$ cat src/rtl/axis_packetizer_if.sv
// AXI4-Stream link bundle used on both sides of axis_packetizer.
// The master drives valid/data/last and the slave drives ready.
// The input side of the packetizer has no framing, so its tlast is ignored.
interface axis_packetizer_if #(
   parameter int DATA_WIDTH = 32
);
   logic                  tvalid;
   logic                  tready;
   logic [DATA_WIDTH-1:0] tdata;
   logic                  tlast;

   modport master (
      output tvalid,
      output tdata,
      output tlast,
      input  tready
   );

   modport slave (
      input  tvalid,
      input  tdata,
      input  tlast,
      output tready
   );
endinterface

$ cat src/rtl/axis_packetizer.sv
// axis_packetizer: buffers an unframed 32-bit AXI4-Stream in a small
// first-word-fall-through FIFO and frames it into fixed-length packets by
// raising m.tlast every len_reg beats. The framed stream feeds a DMA S2MM port.
//
// Optional feature: define AXIS_PACKETIZER_PAD_EN to pad an open packet with
// zero beats when enable drops and the FIFO runs dry, so the DMA always sees
// whole packets. Without it, a partial packet stays open until enable returns.
//
// Reset is synchronous and active-low (resetn).
module axis_packetizer #(
   parameter int DATA_WIDTH = 32,
   parameter int FIFO_DEPTH = 16,
   parameter int LEN_WIDTH  = 16
) (
   input  logic                 clk,
   input  logic                 resetn,
   input  logic                 enable,
   input  logic [LEN_WIDTH-1:0] packet_len,
   axis_packetizer_if.slave     s,
   axis_packetizer_if.master    m,
   output logic                 busy
);

   localparam int PTR_W = (FIFO_DEPTH > 1) ? $clog2(FIFO_DEPTH) : 1;
   localparam int CNT_W = PTR_W + 1;

   localparam logic [CNT_W-1:0]     CNT_FULL = CNT_W'(FIFO_DEPTH);
   localparam logic [CNT_W-1:0]     CNT_ZERO = '0;
   localparam logic [PTR_W-1:0]     PTR_ONE  = PTR_W'(1);
   localparam logic [LEN_WIDTH-1:0] LEN_ZERO = '0;
   localparam logic [LEN_WIDTH-1:0] LEN_ONE  = LEN_WIDTH'(1);

   typedef enum logic [1:0] {
      ST_IDLE = 2'd0,
      ST_PKT  = 2'd1
`ifdef AXIS_PACKETIZER_PAD_EN
      ,
      ST_PAD  = 2'd2
`endif
   } state_t;

   // ---------------------------------------------------------------------
   // Storage and state registers
   // ---------------------------------------------------------------------
   logic [DATA_WIDTH-1:0] r_mem [FIFO_DEPTH];
   logic [PTR_W-1:0]      r_wr_ptr;
   logic [PTR_W-1:0]      r_rd_ptr;
   logic [CNT_W-1:0]      r_count;       // total occupancy: head + memory
   logic [DATA_WIDTH-1:0] r_head_data;
   logic                  r_head_valid;
   logic                  r_block;       // 1 = input side may not accept
   state_t                r_state;
   logic [LEN_WIDTH-1:0]  r_cnt;
   logic [LEN_WIDTH-1:0]  r_len;

   // ---------------------------------------------------------------------
   // Combinational nets
   // ---------------------------------------------------------------------
   logic                  w_push;
   logic                  w_pop;
   logic                  w_head_load;
   logic [CNT_W-1:0]      w_mem_cnt;
   logic                  w_mem_empty;
   logic                  w_bypass;
   logic                  w_mem_wr;
   logic                  w_mem_rd;
   logic [CNT_W-1:0]      w_count_nxt;

   logic                  w_pad;
   logic                  w_out_valid;
   logic [DATA_WIDTH-1:0] w_out_data;
   logic                  w_out_last;
   logic                  w_out_hs;
   logic [LEN_WIDTH-1:0]  w_cnt_nxt;
   logic [LEN_WIDTH-1:0]  w_len_nxt;
   state_t                w_state_nxt;

   // Input ready depends only on enable and a registered flag, never on m.tready.
   assign s.tready = enable & ~r_block;
   assign w_push   = s.tvalid & s.tready;

   // FIFO steering: decide where a pushed beat lands and whether the head reloads.
   always_comb begin
      // NOTE: every signal assigned in an always_comb gets a default first so
      // no path leaves it unassigned, which would infer a latch.
      w_head_load = 1'b0;
      w_mem_cnt   = CNT_ZERO;
      w_mem_empty = 1'b1;
      w_bypass    = 1'b0;
      w_mem_wr    = 1'b0;
      w_mem_rd    = 1'b0;
      w_count_nxt = r_count;

      // The head register is free when it is empty or being consumed.
      w_head_load = ~r_head_valid | w_pop;
      w_mem_cnt   = r_count - CNT_W'(r_head_valid);
      w_mem_empty = (w_mem_cnt == CNT_ZERO);
      // With nothing queued behind the head, a push goes straight to the head,
      // which gives the one-cycle input-to-output latency.
      w_bypass    = w_push & w_mem_empty & w_head_load;
      w_mem_wr    = w_push & ~w_bypass;
      w_mem_rd    = w_head_load & ~w_mem_empty;
      w_count_nxt = r_count + CNT_W'(w_push) - CNT_W'(w_pop);
   end

   // Framing FSM: output mux, tlast, beat counter, length latch and next state.
   always_comb begin
      w_pad       = 1'b0;
      w_out_valid = 1'b0;
      w_out_data  = '0;
      w_out_last  = 1'b0;
      w_out_hs    = 1'b0;
      w_pop       = 1'b0;
      w_cnt_nxt   = r_cnt;
      w_len_nxt   = r_len;
      w_state_nxt = r_state;

`ifdef AXIS_PACKETIZER_PAD_EN
      w_pad = (r_state == ST_PAD);
`endif

      // Pad beats are zero data; otherwise the FIFO head is presented.
      w_out_valid = w_pad | r_head_valid;
      w_out_data  = w_pad ? '0 : r_head_data;
      w_out_last  = w_out_valid & (r_cnt == (r_len - LEN_ONE));
      w_out_hs    = w_out_valid & m.tready;
      // Pad beats never consume FIFO data.
      w_pop       = w_out_hs & ~w_pad;

      if (w_out_hs) begin
         w_cnt_nxt = w_out_last ? LEN_ZERO : (r_cnt + LEN_ONE);
      end

      // The packet length is only sampled between packets.
      if (r_cnt == LEN_ZERO) begin
         w_len_nxt = (packet_len == LEN_ZERO) ? LEN_ONE : packet_len;
      end

      case (r_state)
         ST_IDLE: begin
            if (w_out_hs & ~w_out_last) begin
               w_state_nxt = ST_PKT;
            end
         end
         ST_PKT: begin
            if (w_out_hs & w_out_last) begin
               w_state_nxt = ST_IDLE;
            end
`ifdef AXIS_PACKETIZER_PAD_EN
            else if (~enable && (r_count == CNT_ZERO)) begin
               // Input stopped and nothing left to send: close the packet with zeros.
               w_state_nxt = ST_PAD;
            end
`endif
         end
`ifdef AXIS_PACKETIZER_PAD_EN
         ST_PAD: begin
            if (w_out_hs & w_out_last) begin
               w_state_nxt = ST_IDLE;
            end
         end
`endif
         default: w_state_nxt = ST_IDLE;
      endcase
   end

   // FIFO memory array: written only, no reset.
   always_ff @(posedge clk) begin
      // NOTE: the data array is deliberately not reset; occupancy and pointers
      // define which entries are live, and a reset here would only cost flops.
      if (w_mem_wr) begin
         r_mem[r_wr_ptr] <= s.tdata;
      end
   end

   // FIFO pointers, occupancy, full flag and registered head.
   always_ff @(posedge clk) begin
      // NOTE: sequential state uses non-blocking assignments so every register
      // samples pre-edge values regardless of statement order.
      if (!resetn) begin
         r_wr_ptr     <= '0;
         r_rd_ptr     <= '0;
         r_count      <= CNT_ZERO;
         r_head_data  <= '0;
         r_head_valid <= 1'b0;
         r_block      <= 1'b1;
      end else begin
         r_count <= w_count_nxt;
         r_block <= (w_count_nxt == CNT_FULL);
         if (w_mem_wr) begin
            r_wr_ptr <= r_wr_ptr + PTR_ONE;
         end
         if (w_mem_rd) begin
            r_rd_ptr <= r_rd_ptr + PTR_ONE;
         end
         if (w_head_load) begin
            if (w_mem_rd) begin
               r_head_data  <= r_mem[r_rd_ptr];
               r_head_valid <= 1'b1;
            end else if (w_bypass) begin
               r_head_data  <= s.tdata;
               r_head_valid <= 1'b1;
            end else begin
               r_head_valid <= 1'b0;
            end
         end
      end
   end

   // Framing state register, beat counter and latched packet length.
   always_ff @(posedge clk) begin
      if (!resetn) begin
         r_state <= ST_IDLE;
         r_cnt   <= LEN_ZERO;
         r_len   <= LEN_ONE;
      end else begin
         r_state <= w_state_nxt;
         r_cnt   <= w_cnt_nxt;
         r_len   <= w_len_nxt;
      end
   end

   assign m.tvalid = w_out_valid;
   assign m.tdata  = w_out_data;
   assign m.tlast  = w_out_last;
   assign busy     = (r_state != ST_IDLE) | (r_count != CNT_ZERO);

endmodule

$ cat src/flat_wrapper.sv
// flat-port wrapper written by rule: the top's interface ports become plain ports
module axis_packetizer_flat 
#(
   parameter int DATA_WIDTH = 32,
   parameter int FIFO_DEPTH = 16,
   parameter int LEN_WIDTH  = 16
)
  (clk, resetn, enable, packet_len, busy, s_tvalid, s_tdata, s_tlast, s_tready, m_tvalid, m_tdata, m_tlast, m_tready);
  axis_packetizer_if #(.DATA_WIDTH(DATA_WIDTH)) s_i ();
  axis_packetizer_if #(.DATA_WIDTH(DATA_WIDTH)) m_i ();
  input  logic clk;
  input  logic resetn;
  input  logic enable;
  input  logic [LEN_WIDTH-1:0] packet_len;
  output logic busy;
  input wire logic [$bits(s_i.tvalid)-1:0] s_tvalid;
  input wire logic [$bits(s_i.tdata)-1:0] s_tdata;
  input wire logic [$bits(s_i.tlast)-1:0] s_tlast;
  output wire logic [$bits(s_i.tready)-1:0] s_tready;
  output wire logic [$bits(m_i.tvalid)-1:0] m_tvalid;
  output wire logic [$bits(m_i.tdata)-1:0] m_tdata;
  output wire logic [$bits(m_i.tlast)-1:0] m_tlast;
  input wire logic [$bits(m_i.tready)-1:0] m_tready;
  assign s_i.tvalid = s_tvalid;
  assign s_i.tdata = s_tdata;
  assign s_i.tlast = s_tlast;
  assign s_tready = s_i.tready;
  assign m_tvalid = m_i.tvalid;
  assign m_tdata = m_i.tdata;
  assign m_tlast = m_i.tlast;
  assign m_i.tready = m_tready;
  axis_packetizer #(.DATA_WIDTH(DATA_WIDTH), .FIFO_DEPTH(FIFO_DEPTH), .LEN_WIDTH(LEN_WIDTH)) u_core (.clk(clk), .resetn(resetn), .enable(enable), .packet_len(packet_len), .s(s_i), .m(m_i), .busy(busy));
endmodule
$ cat config.mk
export PLATFORM = sky130hd
export DESIGN_NAME = axis_packetizer_flat
export DESIGN_NICKNAME = d
export VERILOG_FILES = /design/src/rtl/axis_packetizer_if.sv /design/src/rtl/axis_packetizer.sv /design/src/flat_wrapper.sv
export SDC_FILE = /design/constraint.sdc
export NUM_CORES = 1
export LEC_CHECK = 0
export ABC_AREA = 0
export ABC_CLOCK_PERIOD_IN_PS = 5700
export BUFFER_PORTS_ARGS = -buffer_cell sky130_fd_sc_hd__buf_2
export CAP_MARGIN = 20
export CORE_MARGIN = 2
export CORE_UTILIZATION = 50
export DETAILED_ROUTE_END_ITERATION = 12
export PLACE_DENSITY = 0.69
export SETUP_SLACK_MARGIN = 0.3
export SYNTH_ARGS = -nofsm -noshare
export SYNTH_HDL_FRONTEND = slang
export SYNTH_SLANG_ARGS = --single-unit
$ cat constraint.sdc
create_clock -name clk -period 5.7 [get_ports clk]
set_input_delay 0.57 -clock clk [delete_from_list [all_inputs] [get_ports clk]]
set_output_delay 0.57 -clock clk [all_outputs]
set_load 0.05 [all_outputs]
==> out/metrics.yaml <==
layout:
  drive_above_1_share: 0.2428
  area_growth_pct: 13.60
  multi_input_area_um2: 6472
  seq_area_um2: 17070
  fin_cells: 2095
  fin_nets: 1509
  fill_cells: 3448
synth:
  synth_largest_area_cell: "edfxtp_1"
  netlist.area_leader.share: 0.6455
  synthTopCellsByArea: "edfxtp_1 65%, mux4_2 12%, dfxtp_1 7.1%"
  postSynthAreaPerCell_um2: 17.79
  synth_edf_count: 512
  ys_ff_latch: 596
  synth_commonest_cells: "512 x edfxtp_1, 128 x mux4_2, 103 x nor2_1, 84 x dfxtp_1, 55 x clkbuf_1"
  synthesis.instances: 1339
  yosys_warnings: 0
  synth.most_common_cell: "edfxtp_1"
  ys_seq_area_frac: 0.7161
  synth_cell_types: 58
  synth_area_um2: 23820
  synthArstFlopShare: 0
  syn_nets: 1410
  synth_ff_type: "edfxtp_1"
setup_path:
  slowest_stage: "nor4b_1"
  r2r-start: "u_core.r_count[1]$_SDFF_PN0_"
  r2r_setup_slack_ps: 1530
  endpoint_kind: "output pin"
  critPathLaunchType: "flop"
  crit_required_ps: 5130
  path_cells: "inv_1, ha_1, nor4b_1, nand3_1, xnor2_1, nand4_1, or4_1, nor3_1, buf_2"
  slowest_delay_ps: 690
  startpoint: "u_core.r_len[0]$_SDFFE_PN1N_"
  critPathBufInv: 2
  crit_family: "simple AND/OR/NAND/NOR gates"
  worstPathArrival_ps: 3740
  critPathKind: "flop to output pin"
  path_max_fanout: 10
routing:
  wl_met1_um: 21460
  ant_nets: 0
  wire_per_inst_um: 24.37
  num_vias: 12650
  vias_per_cell: 6.040
  drt_pass1_iterations: 7
  dr_wl_met3_um: 3374
  dr_wl_met2_um: 25340
  dr.max_layer_used: "met4"
  drtIter0Drc: 1327
  drc: 0
  wl_um: 51050
placement:
  hpwl_um: 28110
  gp_congestion: 0.8129
  port_buffers: 88
  dp_cells: 1983
global_routing:
  overflow: 0
  antenna_found_initial: 1
  grt_start_max_net_pins: 70
  grt_pass1_wl_um: 77440
  grt_pass1_vias: 12760
  grt_usage: 0.2078
floorplanning:
  die_w_um: 222.3
  die_h_um: 222.3
  num_rows: 79
  dieArea_um2: 49400
  initial_utilization: 0.5095
  ios: 90
  core_um2: 46750
sta:
  max_freq_mhz: 232.1
  tightest_slew_ps: 1052
  relSlewSlack: 0.2988
  fin_crit_sh: 0.7560
  fin_skew_ps: 25.32
  min_period_ps: 4309
  setup_violations: 0
  final.setup.tns_ps: 0
  finalHoldViolCount: 0
  drv_slew: 0
  grt_setup_unrepaired: "no"
cts:
  cts_tree: "built"
  cts.path.max_buffers: 3
  cts_resized: 0
  post-cts-setup-buffers: 0
  clock_latency_ps: 630
  numCtsBuffers: 59
  htreeDepth: 2
  clk_pin_slew_worst_paths_ps: 60
  cts_num_sinks: 596
  hold_buffers: 0
  clock-root-buffer: "clkbuf_16"
power:
  power_mw: 12.12
  powerDensity_nw_per_um2: 448.1
  leakage_nw: 8.751
  ir_drop_mv: 0.2746
run:
  maxCapViolCount: 0
worst_hold_path:
  holdCritStartpoint: "packet_len[8]"
  hold_path.class: "input port to flop"
outcome:
  status: "finished clean"
[cell usage in the layout, fill, tap and decap left out, types with 10 or more instances in the layout]
cell / netlist / routed
edfxtp_1: 512 / 512
mux4_2: 128 / 128
nor2_1: 103 / 91
buf_2: 16 / 88
dfxtp_1: 84 / 80
clkbuf_16: 0 / 59
nand2_1: 50 / 50
mux2i_1: 36 / 36
nor2b_1: 35 / 35
a211oi_1: 32 / 32
a211o_1: 32 / 32
a311oi_1: 32 / 32
buf_4: 0 / 30
xnor2_1: 27 / 27
clkbuf_1: 55 / 20
inv_1: 19 / 19
xor2_1: 18 / 18
ha_1: 16 / 16
nand4_1: 12 / 12
a22oi_1: 12 / 12
nand3_1: 12 / 12
nor2_4: 0 / 12
nor4_1: 10 / 10
[state kept, by name, summed over array words and instances (netlist names), named ones only]
name / count
u_core.m.tdata: 32
u_core.r_wr_ptr: 4
u_core.r_state: 1
u_core.r_count: 5
u_core.r_mem: 512
u_core.r_rd_ptr: 4
u_core.r_block: 1
u_core.m.tvalid: 1
u_core.r_len: 16
u_core.r_cnt: 16
[kinds of logic (layout without fill, tap and decap cells)]
logic type,after synthesis,count (layout),synth area share
muxes,164,164,0.1362
buffers and inverters,103,251,0.01775
and+or+nand+nor,268,268,0.05531
DFF,596,596,0.7161
AOI/OAI and AO/OA,146,146,0.04891
xor gates and xnor gates,45,45,0.01655
adders and majority gates,17,17,0.009245
other,0,1,0
[where the power goes]
part | total (mW) | switching, mW | internal [mW]
logic | 3.02 | 1.68 | 1.35
clock network | 3.89 | 1.63 | 2.27
registers | 5.21 | 0.279 | 4.93
[worst register-to-register path, delay by kind of cell (launching register included)]
kind | cells | cell delay, ps
flip-flops | 1 | 410
AND/OR/NAND/NOR | 3 | 1350
XOR/XNOR | 1 | 130
buffers and inverters | 2 | 590
AO/OA/AOI/OAI | 2 | 1130
adder cells (fa/ha/maj) | 1 | 220
[worst paths after layout]
path                                                      to  cells after the start
worst max register to register  u_core.r_mem[4][5]$_DFFE_PP_                      9
worst min-delay path            u_core.r_len[8]$_SDFFE_PN0N_                      3
worst min register to register                          flop                      2
worst max-delay path                                 m_tlast                      9
[through the flow]
stage          setup slack (ps)  area, µm²  hold slack (ps)    util
2_1_floorplan             829.3      23820            433.1       -
3_3_place_gp               1667      25080            464.2  0.5364
3_5_place_dp               1591      25080            481.6  0.5364
4_1_cts                    1448      27050            180.4  0.5785
5_1_grt                    1229      27060            216.5  0.5787
6_report                   1391      27060            204.6  0.5787
[cell type report]
type,count,share of cell area
clock inverter,22,0.01091
sequential,596,0.6308
antenna,1,0.00009248
tap,607,0.02807
inverter,21,0.002913
timing repair buffer,120,0.02608
clock buffer,88,0.06192
multi-input combinational,640,0.2392
[metal layers]
metal  up-vias  global-route usage
met5         -                   0
met4         0             0.05841
met3        53             0.03240
met2       406              0.3442
met1      6619              0.2887
li1       5575                   -
(Power assumes the default switching activity.)
